==> src/rtl/iod_delay_line_ctrl.sv <==
// ============================================================================
// iod_delay_line_ctrl - sequences MOVE/LOAD pulses onto IOD delay-line lanes;
// tap tracking/clamping enabled by IOD_DLY_TAP_TRACK_EN.           Rev 1.0
// ============================================================================
`default_nettype none

module iod_delay_line_ctrl #(
  parameter int NUM_LANES     = 2,
  parameter int SETTLE_CYCLES = 2,
  parameter int TAP_W         = 8,
  parameter int LOAD_TAP      = 1,
  localparam int LANE_W       = (NUM_LANES > 1) ? $clog2(NUM_LANES) : 1
) (
  input  logic                 fab_clk,
  input  logic                 sync_rst,
  input  logic                 req_valid,
  output logic                 req_ready,
  input  logic [LANE_W-1:0]    req_lane,
  input  logic [1:0]           req_op,
  input  logic [7:0]           req_steps,
  output logic                 done,
  output logic [1:0]           status,
  output logic [7:0]           done_steps,
  output logic                 busy,
  output logic [NUM_LANES-1:0] delay_line_move,
  output logic [NUM_LANES-1:0] delay_line_direction,
  output logic [NUM_LANES-1:0] delay_line_load,
  input  logic [NUM_LANES-1:0] delay_line_out_of_range,
  input  logic [LANE_W-1:0]    tap_sel,
  output logic [TAP_W-1:0]     tap_value
);

  localparam int SW = $clog2(SETTLE_CYCLES + 1);

  localparam logic [1:0] c_op_load = 2'b00;
  localparam logic [1:0] c_op_inc  = 2'b01;
  localparam logic [1:0] c_op_dec  = 2'b10;

  localparam logic [1:0] c_st_ok    = 2'b00;
  localparam logic [1:0] c_st_oor   = 2'b01;
  localparam logic [1:0] c_st_clamp = 2'b10;
  localparam logic [1:0] c_st_err   = 2'b11;

  typedef enum logic [2:0] {
    S_IDLE   = 3'd0,
    S_SETUP  = 3'd1,
    S_PULSE  = 3'd2,
    S_SETTLE = 3'd3,
    S_CHECK  = 3'd4,
    S_DONE   = 3'd5
  } state_t;

  state_t              r_state, w_state_nxt;
  logic [1:0]          w_status_nxt;
  logic [LANE_W-1:0]   r_lane;
  logic [1:0]          r_op;
  logic                r_err;
  logic [7:0]          r_steps_left;
  logic [7:0]          r_issued;
  logic [SW-1:0]       r_settle;
  logic [NUM_LANES-1:0] r_dir;
  logic [1:0]          r_status;
  logic [7:0]          r_done_steps;
  logic [NUM_LANES-1:0] w_lane_bit;
  logic                w_xfer, w_lane_ok, w_oor, w_clamp, w_is_move;

  assign w_xfer    = req_valid && (r_state == S_IDLE);
  assign w_lane_ok = ({1'b0, req_lane} < (LANE_W+1)'(NUM_LANES));
  assign w_oor     = delay_line_out_of_range[r_lane];
  assign w_is_move = (req_op == c_op_inc) || (req_op == c_op_dec);

`ifdef IOD_DLY_TAP_TRACK_EN
  localparam logic [TAP_W-1:0] c_max_tap = '1;
  logic [TAP_W-1:0] r_tap [NUM_LANES];

  // Next pulse would run the tracked tap past either end of the line.
  assign w_clamp = ((r_op == c_op_inc) && (r_tap[r_lane] == c_max_tap)) ||
                   ((r_op == c_op_dec) && (r_tap[r_lane] == '0));

  always_ff @(posedge fab_clk) begin
    if (sync_rst) begin
      for (int i = 0; i < NUM_LANES; i++) r_tap[i] <= TAP_W'(LOAD_TAP);
    end else if (r_state == S_PULSE) begin
      case (r_op)
        c_op_load: r_tap[r_lane] <= TAP_W'(LOAD_TAP);
        c_op_inc:  r_tap[r_lane] <= r_tap[r_lane] + 1'b1;
        c_op_dec:  r_tap[r_lane] <= r_tap[r_lane] - 1'b1;
        default:   ;
      endcase
    end
  end

  assign tap_value = ({1'b0, tap_sel} < (LANE_W+1)'(NUM_LANES)) ? r_tap[tap_sel] : '0;
`else
  logic w_unused_ok;
  assign w_clamp     = 1'b0;
  assign tap_value   = '0;
  assign w_unused_ok = ^{tap_sel, LOAD_TAP[0]};
`endif

  always_ff @(posedge fab_clk) begin
    if (sync_rst) r_state <= S_IDLE;
    else          r_state <= w_state_nxt;
  end

  always_comb begin
    w_state_nxt  = r_state;
    w_status_nxt = c_st_ok;
    case (r_state)
      S_IDLE:   if (w_xfer) w_state_nxt = S_SETUP;
      S_SETUP: begin
        if (r_err) begin
          w_state_nxt  = S_DONE;
          w_status_nxt = c_st_err;
        end else if (r_op == c_op_load) begin
          w_state_nxt = S_PULSE;
        end else if (r_steps_left == 8'd0) begin
          w_state_nxt = S_DONE;
        end else if (w_clamp) begin
          w_state_nxt  = S_DONE;
          w_status_nxt = c_st_clamp;
        end else begin
          w_state_nxt = S_PULSE;
        end
      end
      S_PULSE:  w_state_nxt = S_SETTLE;
      S_SETTLE: if (r_settle == '0) w_state_nxt = S_CHECK;
      S_CHECK: begin
        if (w_oor) begin
          w_state_nxt  = S_DONE;
          w_status_nxt = c_st_oor;
        end else if (r_steps_left != 8'd0) begin
          if (w_clamp) begin
            w_state_nxt  = S_DONE;
            w_status_nxt = c_st_clamp;
          end else begin
            w_state_nxt = S_PULSE;
          end
        end else begin
          w_state_nxt = S_DONE;
        end
      end
      S_DONE:   w_state_nxt = S_IDLE;
      default:  w_state_nxt = S_IDLE;
    endcase
  end

  always_ff @(posedge fab_clk) begin
    if (sync_rst) begin
      r_lane       <= '0;
      r_op         <= '0;
      r_err        <= 1'b0;
      r_steps_left <= '0;
      r_issued     <= '0;
      r_settle     <= '0;
      r_dir        <= '0;
      r_status     <= '0;
      r_done_steps <= '0;
    end else begin
      if (w_xfer) begin
        r_lane       <= req_lane;
        r_op         <= req_op;
        r_err        <= (req_op == 2'b11) || !w_lane_ok;
        r_steps_left <= (req_op == c_op_load) ? 8'd0 : req_steps;
        r_issued     <= '0;
        // Direction is presented during SETUP, so it is captured at transfer.
        if (w_is_move && w_lane_ok) r_dir[req_lane] <= (req_op == c_op_inc);
      end
      if (r_state == S_PULSE) begin
        r_settle <= SW'(SETTLE_CYCLES - 1);
        if (r_op != c_op_load) begin
          r_steps_left <= r_steps_left - 8'd1;
          r_issued     <= r_issued + 8'd1;
        end
      end else if ((r_state == S_SETTLE) && (r_settle != '0)) begin
        r_settle <= r_settle - 1'b1;
      end
      r_status     <= (w_state_nxt == S_DONE) ? w_status_nxt : '0;
      r_done_steps <= (w_state_nxt == S_DONE) ? r_issued : '0;
    end
  end

  always_comb begin
    w_lane_bit         = '0;
    w_lane_bit[r_lane] = 1'b1;
  end

  assign delay_line_move      = ((r_state == S_PULSE) && (r_op != c_op_load)) ? w_lane_bit : '0;
  assign delay_line_load      = ((r_state == S_PULSE) && (r_op == c_op_load)) ? w_lane_bit : '0;
  assign delay_line_direction = r_dir;
  assign req_ready            = (r_state == S_IDLE);
  assign busy                 = (r_state != S_IDLE);
  assign done                 = (r_state == S_DONE);
  assign status               = r_status;
  assign done_steps           = r_done_steps;

endmodule

`default_nettype wire

==> config.mk <==
export PLATFORM = sky130hd
export DESIGN_NAME = iod_delay_line_ctrl
export DESIGN_NICKNAME = d
export VERILOG_FILES = /design/src/rtl/iod_delay_line_ctrl.sv
export SDC_FILE = /design/constraint.sdc
export NUM_CORES = 1
export LEC_CHECK = 0
export ABC_AREA = 1
export BUFFER_PORTS_ARGS = -buffer_cell sky130_fd_sc_hd__buf_2
export CAP_MARGIN = 10
export CORE_UTILIZATION = 57
export CTS_BUF_LIST = sky130_fd_sc_hd__clkbuf_16
export DETAILED_ROUTE_END_ITERATION = 7
export PLACE_DENSITY = 0.84
export SYNTH_ARGS = -nofsm -noshare
export SYNTH_HDL_FRONTEND = slang
export SYNTH_SLANG_ARGS = --single-unit
==> constraint.sdc <==
create_clock -name fab_clk -period 3 [get_ports fab_clk]
set_input_delay 0.9 -clock fab_clk [delete_from_list [all_inputs] [get_ports fab_clk]]
set_output_delay 0.9 -clock fab_clk [all_outputs]
set_load 0.1 [all_outputs]
### Word-level counts from Yosys, hierarchy flattened

Cells that the tools add are included.
W data, S select, Z words.

| cells by class | value |
|---|---|
| shifts and indexed selects | 0 |
| reduce and logical (&&, ||, !) cells | 20 |
| eq/ne operators | 9 |
| div/mod/pow operators | 0 |
| magnitude comparators | 4 |
| add/subtract/negate cells | 3 |
| multiplexer cells | 29 |
| multipliers | 0 |
| bitwise gates (word level) | 1 |

Operators with widths:

| kind | number |
|---|---|
| $mux W8 | 7 |
| $mux W3 | 7 |
| $pmux W3 S5 | 1 |
| $eq A3 B3 Y1 const B | 3 |
| $add A8 B1 Y8 const B | 1 |
| $logic_not A8 Y1 | 1 |
| $reduce_bool A8 Y1 | 1 |
| $sub A8 B1 Y8 const B | 1 |
| $mux W1 | 7 |
| $eq A3 B2 Y1 const B | 2 |
| $logic_and A1 B1 Y1 | 6 |
| $logic_not A2 Y1 | 3 |
| $mux W2 | 3 |
| $reduce_bool A2 Y1 | 3 |
| $eq A2 B2 Y1 const B | 2 |
| $lt A1 B2 Y1 const B | 2 |
| $pmux W2 S2 | 1 |
| $reduce_or A2 Y1 | 2 |
| $eq A3 B1 Y1 const B | 1 |
| $logic_not A3 Y1 | 1 |
| $reduce_bool A3 Y1 | 1 |
| $bwmux W2 | 1 |
| $demux W1 S1 | 2 |
| $eq A2 B1 Y1 const B | 1 |
| 5 further kinds | 6 |

| storage, ports and cells | value |
|---|---|
| ROM bits | 0 |
| latch bits | 0 |
| RAM bits | 0 |
| memories | 0 |
| register bits after elaboration | 37 |
| output and inout bits | 27 |
| bits of input ports | 17 |

### Logic depth before layout (Yosys ltp)

| depth | value |
|---|---|
| depth after elaboration | 8 |
| gate-level depth with buffers | 10 |
| mapped depth without buffers | 10 |

### Least setup slack after synthesis

No wires, ideal clock.

| path | value |
|---|---|
| path kind | register to output |
| start point | register r_op[1] |
| end point | output delay_line_load[0] |
| stages on the path, launching flop included | 4 |
| path slack | -0.578 ns |
| data arrival time | 2.678 ns |
| required time | 2.100 ns |
| path buffers | 0 |
| cells stage by stage | dfxtp_1 > inv_1 > nand2_1 > nor3_1 |

| on the way | value |
|---|---|
| word-level cells in the longest chain between the ends | 3 |

Ends and longest elaborated chain:

| item | RTL line | RTL |
|---|---|---|
| from (decl) | 56 | `logic [1:0] r_op;` |
| from (signal assigned) | 162 | `r_op <= req_op;` |
| $logic_not A2 Y1 | 189 | `assign delay_line_load = ((r_state == S_PULSE) && (r_op == c_op_load)) ? w_lane_bit : '0;` |
| $logic_and A1 B1 Y1 | 189 |  |
| $mux W2 | 189 |  |
| to (decl) | 27 | `output logic [NUM_LANES-1:0] delay_line_load,` |

No other way between the ends.

### Worst setup path in the final report

| path | value |
|---|---|
| start point | register r_state[1] |
| end point | output delay_line_move[0] |

| on the way | value |
|---|---|
| word-level cells in the longest chain between the ends | 3 |

Ends and longest elaborated chain:

| item | RTL line | RTL |
|---|---|---|
| from (decl) | 53 | `state_t r_state, w_state_nxt;` |
| from (signal assigned) | 103 | `else r_state <= w_state_nxt;` |
| $eq A3 B2 Y1 | 188 | `assign delay_line_move = ((r_state == S_PULSE) && (r_op != c_op_load)) ? w_lane_bit : '0;` |
| $logic_and A1 B1 Y1 | 188 |  |
| $mux W2 | 188 |  |
| to (decl) | 25 | `output logic [NUM_LANES-1:0] delay_line_move,` |

No other way between the ends.

==> reports/metrics.cfg <==
[outcome]
outcome=finished clean

[place]
dp.cells=333
gp_congestion=0.8356
dp_hpwl_um=2911
placed_area_um2=2100
port-buffer-count=34

[logic_synthesis]
syn_avg_cell_area_um2=7.397
synth_area_um2=1923
ys.flop_type=dfxtp_1
ys_types=39
yosys_register_bits=37
ys_seq_area_share_pct=38.52
async_flop_share_pct=0
syn_inst=260
synth-edff-count=0
synth_warnings=0

[cts]
clk_pin_slew_ps=60
clock_sinks=37
cts-root-buf=clkbuf_16
cts_resized=0
ctsHoldBuffers=0
insertion_delay_ps=280
clock_path_buffers=2
cts_setup_buffers=0
cts_inserted_buffers=5
cts_tree=yes
htree_levels=2

[floorplanning]
die_h_um=60.09
die-area_um2=3610
pin_count=44
core_area_um2=3128
die_x_um=60.09
placementRows=20
start_util_pct=61.48

[detailed_routing]
wl_per_cell_um=12.09
drtIter0Drc=51
viasPerCell=5.117
vias=1745
ant_nets=0
wirelength_um=4122
first_pass_iters=4
drc=0

[setup_path]
cp.required_ps=2100
critPathMaxFanout=12
crit_slowest_cell=dfxtp_1
cp_cell_sequence=nand3_4 > inv_4 > nand2_4 > nor2_2 > buf_2
max_stage_delay_ps=500
end_kind=output pin
critPathLaunchType=flip-flop
critPathBufInv=2
setup.worst_path.class=reg -> out
path_delay_family=buffers and inverters
worst_ep_arrival_time_ps=1750

[finish]
syn_to_final_growth_pct=16.66
stdcell_count=341
mostFrequentLayoutCell=nand2_1
antenna_cells=0
final_nets=319
design_area_um2=2243
n_fill_cell=263
drive_gt1_share_pct=22.56
layout_common_cells=nand2_1, dfxtp_1, inv_1, buf_2, nor2_1

[sta]
finalSetupTns_ps=0
grt_setup_unrepaired=no
worst_pin_slew_ps=528.3
fmax_ghz=0.3776
drv_slew=0
min_period_over_period_pct=88.27
finalCriticalPeriod_ps=2648
hold_violations=0
fin_skew_ps=3.196
setup_viol=0
max_slew_margin_pct=64.74

[global_route]
groute.usage.overall_pct=25.98
gr-total-overflow=0
grt_pass1_wl_um=6844
antenna_found_initial=0
grt_max_degree=18
grt_pass1_vias=1624

[power_and_ir_drop]
leakage_nw=1.020
ir_drop_mv=0.4091
power_w=0.002261
power.density_nw_per_um2=1008

[worst_hold_path]
min_path_type=reg -> reg

[job]
cap_violations=0

-- cells by family after synthesis --
logic type                 count (synthesis)  share of synthesized area [%]
adders and majority gates                  6                          3.904
other                                      1                         0.1950
buffers and inverters                     53                          12.56
DFF                                       37                          38.52
and+or+nand+nor                          113                          29.34
AOI/OAI and AO/OA                         50                          15.49
-- power by group --
part | internal [W] | switching, W | leakage, nW
registers | 0.000575 | 0.0000770 | 0.301
clock network | 0.000304 | 0.000200 | 0.0672
logic | 0.000256 | 0.000849 | 0.652
total | 0.00113 | 0.00113 | 1.02
-- final timing paths --
path / startpoint / end / slack, ps / cells after the start
max: r_state[1]$_SDFF_PP0_ / delay_line_move[0] / 350 / 5
min: delay_line_direction[1]$_SDFFE_PP0P_ / delay_line_direction[1]$_SDFFE_PP0P_ / 450 / 2
max reg2reg: r_state[1]$_SDFF_PP0_ / r_steps_left[7]$_SDFF_PP0_ / 1280 / 7
min reg2reg: delay_line_direction[1]$_SDFFE_PP0P_ / delay_line_direction[1]$_SDFFE_PP0P_ / 450 / 2
-- layer usage --
| metal | share of wire, % | up-vias | GRT usage [%] |
|---|---|---|---|
| li1 | - | 904 | - |
| met1 | 43 | 780 | 29.75 |
| met2 | 49 | 53 | 44.29 |
| met3 | 6.1 | 8 | 7.359 |
| met4 | 1.7 | 0 | 12.29 |
| met5 | 0 | - | 0 |
-- per-stage QoR --
stage                     util, %  worst slack [ps]  hold slack (ps)
after floorplan                 -            -578.5            434.2
after global placement      67.12             673.4            436.3
after detailed placement    67.12             659.7            436.9
after CTS                   71.72             348.2            450.8
after global routing        71.72             292.9            497.0
final                       71.72             351.9            445.7
-- cell usage after synthesis, drive strengths merged (2+ instances only) --
library cell / instances / area (um^2)
o21ai: 15 / 78.83
a21oi: 21 / 116.4
dfxtp: 37 / 740.7
inv: 41 / 156.4
nand4: 5 / 31.28
ha: 6 / 75.07
nand2: 50 / 200.2
buf: 11 / 81.33
a31oi: 4 / 25.02
a211oi: 3 / 22.52
nor2: 30 / 125.1
nand3: 17 / 125.1
nor3: 8 / 56.31
o31ai: 2 / 15.01
-- tightest hold or removal path, delay by kind of cell (launching register included) --
kind / cells / cell delay [ps]
compound gates: 1 / 50
buf+inv: 1 / 40
flops: 1 / 310
-- sequential cells by signal (all words and copies together) (netlist names) --
signal                count
r_issued                  8
r_err                     1
r_settle                  2
done_steps                8
delay_line_direction      2
r_op                      2
r_steps_left              8
r_lane                    1
r_state                   3
status                    2
-- layout make-up --
type | count | area [um^2] | share of cell area [%]
tap | 44 | 55.05 | 2.454
inverter | 41 | 156.4 | 6.972
clock buffer | 5 | 125.1 | 5.577
clock inverter | 3 | 18.77 | 0.8366
multi-input combinational | 177 | 977.2 | 43.56
timing repair buffer | 34 | 170.2 | 7.585
sequential | 37 | 740.7 | 33.02
No activity file was read; power rests on OpenSTA's default activity.
